### config.mk
export PLATFORM = sky130hd
export DESIGN_NAME = syscall_print_engine
export DESIGN_NICKNAME = d
export VERILOG_FILES = /design/src/rtl/syscall_pkg.sv /design/src/rtl/syscall_print_engine_dec_digit_unit.sv /design/src/rtl/syscall_print_engine.sv
export SDC_FILE = /design/constraint.sdc
export NUM_CORES = 1
export LEC_CHECK = 0
export ABC_AREA = 1
export CORE_ASPECT_RATIO = 0.75
export CORE_MARGIN = 8
export CORE_UTILIZATION = 30
export DETAILED_ROUTE_END_ITERATION = 8
export GPL_TIMING_DRIVEN = 0
export PLACE_DENSITY = 0.47
export SLEW_MARGIN = 20
export SYNTH_ARGS = -nofsm -noshare
export SYNTH_HDL_FRONTEND = slang
export SYNTH_SLANG_ARGS = --single-unit
### constraint.sdc
create_clock -name clk -period 2.7 [get_ports clk]
set_input_delay 0.405 -clock clk [delete_from_list [all_inputs] [get_ports clk]]
set_output_delay 0.405 -clock clk [all_outputs]
set_load 0.02 [all_outputs]
### src/rtl/syscall_pkg.sv
// Shared constants for the syscall print engine: service codes, FSM states,
// ASCII helpers and the powers-of-ten ROM used by integer printing.
package syscall_pkg;

  localparam logic [31:0] SYS_PRINT_INT  = 32'd1;
  localparam logic [31:0] SYS_PRINT_STR  = 32'd4;
  localparam logic [31:0] SYS_EXIT       = 32'd10;
  localparam logic [31:0] SYS_PRINT_CHAR = 32'd11;

  localparam logic [3:0] S_IDLE      = 4'd0;
  localparam logic [3:0] S_DECODE    = 4'd1;
  localparam logic [3:0] S_RD_REQ    = 4'd2;
  localparam logic [3:0] S_RD_WAIT   = 4'd3;
  localparam logic [3:0] S_STR_EMIT  = 4'd4;
  localparam logic [3:0] S_INT_SIGN  = 4'd5;
  localparam logic [3:0] S_INT_DIGIT = 4'd6;
  localparam logic [3:0] S_CHAR_EMIT = 4'd7;
  localparam logic [3:0] S_DONE      = 4'd8;

  localparam logic [7:0] ASCII_MINUS = 8'h2d;
  localparam logic [7:0] ASCII_ZERO  = 8'h30;

  // Entry i holds 10^i.
  localparam logic [9:0][31:0] POW10 = {
    32'd1000000000, 32'd100000000, 32'd10000000, 32'd1000000, 32'd100000,
    32'd10000,      32'd1000,      32'd100,      32'd10,       32'd1
  };

  // Big-endian byte lane: offset 0 is the most significant byte.
  function automatic logic [7:0] be_byte(input logic [31:0] w, input logic [1:0] off);
    case (off)
      2'd0:    return w[31:24];
      2'd1:    return w[23:16];
      2'd2:    return w[15:8];
      default: return w[7:0];
    endcase
  endfunction

endpackage

### src/rtl/syscall_print_engine_dec_digit_unit.sv
// One decimal digit by repeated subtraction: digit = mag / pow, rem = mag % pow,
// valid while done pulses. Callers guarantee mag < 10*pow, so at most 9 subtracts.
module dec_digit_unit (
  input  logic        clk,
  input  logic        rst_n,
  input  logic        start,
  input  logic [31:0] mag,
  input  logic [31:0] pow,
  output logic [3:0]  digit,
  output logic [31:0] rem,
  output logic        done
);

  logic busy;

  always_ff @(posedge clk or negedge rst_n) begin
    if (!rst_n) begin
      busy  <= 1'b0;
      done  <= 1'b0;
      digit <= 4'd0;
      rem   <= 32'd0;
    end else begin
      done <= 1'b0;
      if (start) begin
        busy  <= 1'b1;
        digit <= 4'd0;
        rem   <= mag;
      end else if (busy) begin
        if (rem >= pow) begin
          rem   <= rem - pow;
          digit <= digit + 4'd1;
        end else begin
          busy <= 1'b0;
          done <= 1'b1;
        end
      end
    end
  end

endmodule

### src/rtl/syscall_print_engine.sv
// Syscall service unit: decodes $v0/$a0, streams print_int/print_string/print_char
// output to a console sink and stalls IF/ID until the service completes.
module syscall_print_engine
  import syscall_pkg::*;
#(
  parameter int MAX_LEN = 4096,
  parameter int ADDR_W  = 32
) (
  input  logic              clk,
  input  logic              rst_n,
  input  logic              req_valid,
  input  logic [31:0]       req_code,
  input  logic [31:0]       req_arg,
  output logic              sysstall,
  output logic              mem_rd,
  output logic [ADDR_W-1:0] mem_addr,
  input  logic [31:0]       mem_rdata,
  output logic              char_valid,
  output logic [7:0]        char_data,
  input  logic              char_ready,
  output logic              exit_o,
  output logic              err
);

  logic [3:0]        state;
  logic [31:0]       code_q, arg_q, word_q, mag_q, count_q;
  logic [ADDR_W-1:0] ptr_q;
  logic [3:0]        pow_idx;
  logic              started_q, dg_run, done_q;

  logic [3:0]  dg_digit;
  logic [31:0] dg_rem;
  logic        dg_done, dg_start;

  logic        hs, emit_digit;
  logic [1:0]  off_nx;
  logic [7:0]  rd_byte, nx_byte;
  logic [31:0] count_nx;

  assign sysstall   = (req_valid & ~done_q) | (state != S_IDLE);
  assign mem_rd     = (state == S_RD_REQ);
  assign mem_addr   = {ptr_q[ADDR_W-1:2], 2'b00};
  assign hs         = char_valid & char_ready;
  assign off_nx     = ptr_q[1:0] + 2'd1;
  assign rd_byte    = be_byte(mem_rdata, ptr_q[1:0]);
  assign nx_byte    = be_byte(word_q, off_nx);
  assign count_nx   = count_q + 32'd1;
  assign dg_start   = (state == S_INT_DIGIT) && !dg_run && !char_valid;
  assign emit_digit = (dg_digit != 4'd0) || started_q || (pow_idx == 4'd0);

  dec_digit_unit u_dec (
    .clk   (clk),
    .rst_n (rst_n),
    .start (dg_start),
    .mag   (mag_q),
    .pow   (POW10[pow_idx]),
    .digit (dg_digit),
    .rem   (dg_rem),
    .done  (dg_done)
  );

  always_ff @(posedge clk or negedge rst_n) begin
    if (!rst_n) begin
      state      <= S_IDLE;
      code_q     <= '0;
      arg_q      <= '0;
      word_q     <= '0;
      mag_q      <= '0;
      count_q    <= '0;
      ptr_q      <= '0;
      pow_idx    <= '0;
      started_q  <= 1'b0;
      dg_run     <= 1'b0;
      done_q     <= 1'b0;
      char_valid <= 1'b0;
      char_data  <= '0;
      exit_o     <= 1'b0;
      err        <= 1'b0;
    end else begin
      done_q <= 1'b0;
      case (state)
        // done_q blocks re-accepting the syscall still sitting in ID.
        S_IDLE: if (req_valid && !done_q) begin
          code_q  <= req_code;
          arg_q   <= req_arg;
          ptr_q   <= req_arg[ADDR_W-1:0];
          count_q <= '0;
          state   <= S_DECODE;
        end
        S_DECODE: case (code_q)
          SYS_PRINT_STR:  state <= S_RD_REQ;
          SYS_PRINT_INT:  state <= S_INT_SIGN;
          SYS_PRINT_CHAR: begin
            char_valid <= 1'b1;
            char_data  <= arg_q[7:0];
            state      <= S_CHAR_EMIT;
          end
          SYS_EXIT: begin
            exit_o <= 1'b1;
            state  <= S_DONE;
          end
          default: begin
            err   <= 1'b1;
            state <= S_DONE;
          end
        endcase
        S_RD_REQ: state <= S_RD_WAIT;
        S_RD_WAIT: begin
          word_q <= mem_rdata;
          if (rd_byte == 8'h00) state <= S_DONE;
          else if (count_q >= 32'(MAX_LEN)) begin
            err   <= 1'b1;
            state <= S_DONE;
          end else begin
            char_valid <= 1'b1;
            char_data  <= rd_byte;
            state      <= S_STR_EMIT;
          end
        end
        // Next byte comes from the latched word unless the pointer crosses a word.
        S_STR_EMIT: if (hs) begin
          ptr_q      <= ptr_q + ADDR_W'(1);
          count_q    <= count_nx;
          char_valid <= 1'b0;
          if (ptr_q[1:0] == 2'd3) state <= S_RD_REQ;
          else if (nx_byte == 8'h00) state <= S_DONE;
          else if (count_nx >= 32'(MAX_LEN)) begin
            err   <= 1'b1;
            state <= S_DONE;
          end else begin
            char_valid <= 1'b1;
            char_data  <= nx_byte;
          end
        end
        // Two's-complement negate also handles 0x80000000 as unsigned 2^31.
        S_INT_SIGN: if (!char_valid) begin
          mag_q     <= arg_q[31] ? (~arg_q + 32'd1) : arg_q;
          pow_idx   <= 4'd9;
          started_q <= 1'b0;
          if (arg_q[31]) begin
            char_valid <= 1'b1;
            char_data  <= ASCII_MINUS;
          end else state <= S_INT_DIGIT;
        end else if (char_ready) begin
          char_valid <= 1'b0;
          state      <= S_INT_DIGIT;
        end
        S_INT_DIGIT: begin
          if (dg_start) dg_run <= 1'b1;
          else if (dg_run && dg_done) begin
            dg_run <= 1'b0;
            mag_q  <= dg_rem;
            if (emit_digit) begin
              char_valid <= 1'b1;
              char_data  <= ASCII_ZERO + {4'd0, dg_digit};
              started_q  <= 1'b1;
            end else pow_idx <= pow_idx - 4'd1;
          end else if (hs) begin
            char_valid <= 1'b0;
            if (pow_idx == 4'd0) state <= S_DONE;
            else pow_idx <= pow_idx - 4'd1;
          end
        end
        S_CHAR_EMIT: if (hs) begin
          char_valid <= 1'b0;
          state      <= S_DONE;
        end
        S_DONE: begin
          done_q <= 1'b1;
          state  <= S_IDLE;
        end
        default: state <= S_IDLE;
      endcase
    end
  end

endmodule

==> metrics.yaml, run 1 <==
vias: 16802
worstMarginPinSlew_ns: 0.960
dp.cells: 3158
crit_fanout: 10
swShare: 0.397
startpoint_type: "register"
n_antenna_cell: 0
grt_pass1_wl_um: 98500
wl_per_cell_um: 19.7
final_cell_area_um2: 21400
cts_tree: "done"
placeableCoreArea_um2: 54000
report.final.slew_viol_count: 0
worst-endpoint-arrival_ns: 3.42
power_mw: 15.9
slew_headroom: 0.356
clockPowerShare: 0.285
final.setup_skew_ns: 0.0128
num-nets-final: 2676
min_path_type: "input pin to async pin"
numCtsBuffers: 30
synthCells: 2290
ios: 145
rsz0062_at_grt: "yes"
antenna_found_initial: 0
die_y_um: 218
critPathLaunch: "pow_idx[0]$_DFFE_PN0P_"
cts_root_buf: "clkbuf_16"
powerDensity_nw_per_um2: 746
fin_ws_ns: -0.264
final_cell_mix: "645 x nand2_1, 246 x dfrtp_1, 208 x nor2_1, 201 x inv_1, 152 x o21ai_0"
p_switching_mw: 6.32
fin_crit_ns: 2.96
setup_violations: 37
placed_area_um2: 18700
clock_sinks: 252
combPwrFrac: 0.379
rows: 74
grtUsageTotal: 0.201
seqPwrFrac: 0.335
drive_above_1_share: 0.163
drc: 0
buffer_ports.inserted: 142
endpoint_kind: "register"
clkSlewWorstSetupHoldPaths_ns: 0.06
clk_latency_ns: 0.57
hold_viol: 0
drt-total-wl_um: 64300
dp_hpwl_um: 50600
layout_commonest_cell: "nand2_1"
fin_crit_sh: 1.10
grt-ovfl-total: 0
ir_worst_vdd_mv: 0.588
area_growth_syn_to_layout_pct: 31.3
status: "complete, but fails checks"
grt_max_degree: 93
gp_congestion: 0.954
clockBufferDepth: 3
synthesis.yosys.warnings: 0
worstPathRequired_ns: 3.15
synth-seq-cells: 252
max_cap_viol_count: 0
r2r-start: "pow_idx[0]$_DFFE_PN0P_"
yosysUniqueCellTypes: 60
drtPass1Iterations: 5
synth_area_um2: 16300
post-place-ws_ns: -1.14
die-area_um2: 62000
synth.avg_cell_area_um2: 7.10
stdcell_count: 3273
avgViaCountPerCell: 5.13
p_leak_nw: 9.77
die_w_um: 285
violations: "setup timing"
max_freq_ghz: 0.337
worst-setup-path-type: "register to register"
ys_seq_area_frac: 0.388
p_int_mw: 9.61
ant_nets: 0
grt_pass1_vias: 16061
initial_core_util: 0.301
drt_iter0_drc: 1422
htreeDepth: 1
## worst max-delay path: stages (launching register included)
cell      delay [ns]
dfrtp_2         0.47
inv_4           0.12
ha_4            0.15
inv_2           0.04
o21ai_4         0.23
nand2_2         0.11
ha_4            0.27
nand2_2         0.07
nand2_2         0.07
a21boi_4        0.17
o21ai_2         0.08
a21oi_2         0.25
nand3_4         0.17
nand2_8         0.12
nand2_8         0.11
buf_8           0.19
nor2_1          0.18
a31oi_4         0.04
## flip-flops by register name, indices dropped and copies added (netlist names), 8 cells and up
name and count:
arg_q 32, code_q 32, count_q 32, mag_q 32, ptr_q 32, u_dec.rem 32
word_q 32, char_data 8
## what timing repair did
action | 4_1_cts | 5_1_grt
setup endpoints to repair | 49 | 147
hold endpoints to repair | 90 | 0
setup buffers | 41 | 15
gates cloned | 4 | 1
gates resized for setup | 165 | 105
pin swaps | 31 | 41
hold buffers | 1 | 0
## cell usage after synthesis (all sizes together)
library cell | number | area (um2)
a22o | 4 | 35.0
nand3b | 2 | 15.0
nand2 | 684 | 2600
o31ai | 2 | 15.0
or3b | 1 | 8.76
a311oi | 1 | 8.76
a21boi | 7 | 52.6
xor2 | 49 | 429
ha | 47 | 588
o311ai | 1 | 8.76
and2 | 1 | 6.26
nor3b | 1 | 7.51
o21ai | 186 | 935
nor4 | 8 | 56.3
o211ai | 21 | 158
a31oi | 27 | 169
a21oi | 108 | 541
nand3 | 100 | 518
o2111ai | 3 | 26.3
fa | 1 | 20.0
clkbuf | 49 | 185
o32ai | 1 | 8.76
dfrtp | 252 | 6310
nor3 | 42 | 252
a211oi | 6 | 45.0
nor2 | 249 | 1030
a22oi | 3 | 22.5
or2 | 13 | 81.3
inv | 233 | 875
nand4 | 30 | 194
o221ai | 10 | 87.6
a21o | 2 | 15.0
nor4b | 1 | 8.76
a32oi | 1 | 8.76
clkinv | 3 | 11.3
o21a | 4 | 30.0
buf | 63 | 404
a211o | 3 | 26.3
o22ai | 56 | 350
conb | 1 | 3.75
xnor2 | 7 | 61.3
o21bai | 7 | 52.6
## cell type report
type                    count  area [um2]
plain buffers             111         659
clock buffers              36         835
clock inverters            19         262
fillers                  5636       32600
inverters                 236         910
multi-input cells        1693        9410
flip-flops and latches    252        6310
well taps                 722         903
repair buffers            204        2060
## logic make-up after synthesis
family / Yosys count / synth area share
AO/OA/AOI/OAI: 453 / 0.160
AND/OR/NAND/NOR: 1132 / 0.294
adder cells (fa/ha/maj): 48 / 0.0374
flip-flops: 252 / 0.388
buffers and inverters: 348 / 0.0907
XOR/XNOR: 56 / 0.0302
other: 1 / 0.000231
## routing by layer
layer  track usage  vias to the layer above  wire length (um)
met5             0                        -                 0
met4        0.0332                        0               913
met3        0.0511                       56              5550
met2         0.272                      595             24900
met1         0.318                     8152             32900
li1              -                     7999                 -
## per-stage QoR
step,util,hold WS [ns],setup TNS (ns)
6_report,0.396,0.208,-7.91
2_1_floorplan,-,0.109,0
3_5_place_dp,0.346,0.197,-48.78
5_1_grt,0.396,0.184,-11.46
3_3_place_gp,0.344,0.451,-2664.51
4_1_cts,0.387,0.176,-7.11
## power groups by stage
stage	Clock, mW	Combinational, mW	Sequential, mW
after floorplan	0	3.71	5.18
after global placement	0	5.86	5.37
after detailed placement	0	5.92	5.38
after CTS	4.64	5.95	5.32
after global routing	4.79	6.72	5.46
final	4.55	6.04	5.34
## path summary, 6_finish.rpt
check / to / slack [ns] / cells after the start
max: u_dec.rem[20]$_DFFE_PN0P_ / -0.26 / 17
min: code_q[10]$_DFFE_PN0P_ / 0.21 / 2
max reg2reg: u_dec.rem[20]$_DFFE_PN0P_ / -0.26 / 17
min reg2reg: exit_o$_DFFE_PN0P_ / 0.47 / 1
max in group asynchronous: pow_idx[0]$_DFFE_PN0P_ / 1.26 / 4
min in group clk: code_q[25]$_DFFE_PN0P_ / 0.37 / 3
Power figures use the tool's default switching activity.
==> run 2, diff against run 1 <==
--- a/config.mk
+++ b/config.mk
@@ -12,6 +12,7 @@
 export DETAILED_ROUTE_END_ITERATION = 8
 export GPL_TIMING_DRIVEN = 0
 export PLACE_DENSITY = 0.47
+export REMOVE_ABC_BUFFERS = 1
 export SLEW_MARGIN = 20
 export SYNTH_ARGS = -nofsm -noshare
 export SYNTH_HDL_FRONTEND = slang
==> constraint.sdc (replaced) <==
create_clock -name clk -period 2.7 [get_ports clk]
set_input_delay 0.54 -clock clk [delete_from_list [all_inputs] [get_ports clk]]
set_output_delay 0.54 -clock clk [all_outputs]
set_load 0.02 [all_outputs]
==> metrics.yaml, run 2 (synthesis results as in run 1) <==
avgViaCountPerCell: 5.05  # was 5.13
tns_ns: -8.87  # was -7.91 ns
power_mw: 15.7  # was 15.9 mW
final_cell_mix: "643 x nand2_1, 242 x dfrtp_1, 196 x inv_1, 192 x nor2_1, 149 x o21ai_0"  # was 645 x nand2_1, 246 x dfrtp_1, 208 x nor2_1, 201 x inv_1, 152 x o21ai_0
p_leak_nw: 9.67  # was 9.77 nW
dp.cells: 3058  # was 3158
antenna_found_initial: 2  # was 0
placeableCoreArea_um2: 54000  # unchanged
clk_latency_ns: 0.59  # was 0.57 ns
startpoint_type: "register"  # unchanged
clockBufferDepth: 3  # unchanged
ir_worst_vdd_mv: 0.592  # was 0.588 mV
setup_violations: 38  # was 37
die_w_um: 285  # unchanged
cts_tree: "done"  # unchanged
min_path_type: "register to register"  # was input pin to async pin
violations: "setup timing"  # unchanged
numCtsBuffers: 31  # was 30
worstMarginPinSlew_ns: 0.729  # was 0.960 ns
rows: 74  # unchanged
whs_ns: 0.468  # was 0.208 ns
grtUsageTotal: 0.187  # was 0.201
fin_ws_ns: -0.280  # was -0.264 ns
status: "complete, but fails checks"  # unchanged
htreeDepth: 1  # unchanged
fill_cells: 5588  # was 5636
worst-setup-path-type: "register to register"  # unchanged
rsz0062_at_grt: "yes"  # unchanged
report.final.slew_viol_count: 0  # unchanged
wl_per_cell_um: 18.9  # was 19.7 um
drt-total-wl_um: 60500  # was 64300 um
grt-ovfl-total: 0  # unchanged
drt_iter0_drc: 1407  # was 1422
buffer_ports.inserted: 142  # unchanged
final.setup_skew_ns: 0.0216  # was 0.0128 ns
drtPass1Iterations: 7  # was 5
initial_core_util: 0.301  # unchanged
ios: 145  # unchanged
num-nets-final: 2608  # was 2676
endpoint_kind: "register"  # unchanged
regArea_um2: 6320  # was 6310 um2
grt_pass1_wl_um: 93000  # was 98500 um
grt_pass1_vias: 15612  # was 16061
gp_congestion: 0.914  # was 0.954
fin_crit_ns: 2.98  # was 2.96 ns
drc: 0  # unchanged
crit_fanout: 7  # was 10
clkSlewWorstSetupHoldPaths_ns: 0.06  # about the same
fin_crit_sh: 1.10  # about the same
powerDensity_nw_per_um2: 738  # was 746 nW/um2
worst-endpoint-arrival_ns: 3.42  # about the same
max_cap_viol_count: 0  # unchanged
vias: 16197  # was 16802
placed_area_um2: 18400  # was 18700 um2
dp_hpwl_um: 42400  # was 50600 um
hold_viol: 0  # unchanged
n_antenna_cell: 0  # unchanged
stdcell_count: 3206  # was 3273
grt_max_degree: 72  # was 93
die-area_um2: 62000  # unchanged
clock_sinks: 252  # unchanged
worstPathRequired_ns: 3.15  # about the same
ant_nets: 0  # unchanged
cts_root_buf: "clkbuf_16"  # unchanged
final_cell_area_um2: 21200  # was 21400 um2
max_freq_ghz: 0.336  # was 0.337 GHz
slew_headroom: 0.514  # was 0.356
drive_above_1_share: 0.162  # was 0.163
layout_commonest_cell: "nand2_1"  # unchanged
die_y_um: 218  # unchanged
area_growth_syn_to_layout_pct: 30.5  # was 31.3%
multi_input_comb_area_um2: 9560  # was 9410 um2
[run 2: changes by cell type in the layout (fill, tap and decap cells not counted), sizes merged]
cell and change:
nand2 +7, clkbuf -46, inv -3, clkinvlp +1
buf -28, nand3 +2, clkinv +3, bufinv -3
[run 2: stage by stage]
stage / worst slack, ns / utilization
floorplan: -4.52 / -
global placement: -10.83 / 0.333
detailed placement: -1.66 / 0.340
CTS: -0.171 / 0.380
global route: -0.364 / 0.393
finish: -0.280 / 0.393
[run 2: worst paths after layout]
kind                                     startpoint                         to  slack [ns]  depth (start not counted)
max in group asynchronous                     rst_n      arg_q[31]$_DFFE_PN0P_        1.37                          3
setup reg to reg             pow_idx[0]$_DFFE_PN0P_  u_dec.rem[29]$_DFFE_PN0P_       -0.28                         14
min in group asynchronous                     rst_n     word_q[19]$_DFFE_PN0P_        0.48                          2
setup / recovery             pow_idx[0]$_DFFE_PN0P_  u_dec.rem[29]$_DFFE_PN0P_       -0.28                         14
hold reg to reg            char_data[2]$_DFFE_PN0P_   char_data[2]$_DFFE_PN0P_        0.47                          2
hold / removal             char_data[2]$_DFFE_PN0P_   char_data[2]$_DFFE_PN0P_        0.47                          2
[run 2: repair_timing]
action / in CTS / in global routing
buffers inserted: 42 / 38
pin swaps: 37 / 35
cloned: 8 / 3
gates resized for setup: 163 / 111
endpoints found under the hold margin: 53 / 0
hold buffers: 1 / 0
endpoints found under the setup margin: 167 / 107
[run 2: area by class of cell]
class | instances | area share
Tap cell | 722 | 0.0426
Timing Repair Buffer | 237 | 0.113
Sequential cell | 252 | 0.298
Clock inverter | 17 | 0.00897
Inverter | 236 | 0.0457
Clock buffer | 40 | 0.0410
Multi-Input combinational cell | 1702 | 0.451
[run 2: where the power goes]
part           switching, mW  internal, mW  total [mW]
Sequential             0.868          4.56        5.43
Combinational           3.60          2.26        5.86
Clock                   1.80          2.57        4.37
Total                   6.27          9.38        15.7
[run 2: worst max-delay path, cell delays in order (launching register included)]
cell	delay, ns
dfrtp_2	0.46
buf_4	0.17
nand2_4	0.14
ha_1	0.30
inv_1	0.12
o21bai_1	0.09
nor3_1	0.37
o21ai_0	0.24
a21oi_2	0.24
nand3_4	0.14
nand2_8	0.13
nand2_8	0.12
buf_6	0.17
o211ai_1	0.08
o21ai_1	0.09
[run 2: per-layer routing]
metal  GRT usage  part of all wire
met1       0.287              0.51
met3      0.0365             0.066
met4      0.0369             0.018
met2       0.269              0.41
met5           0           0.00046
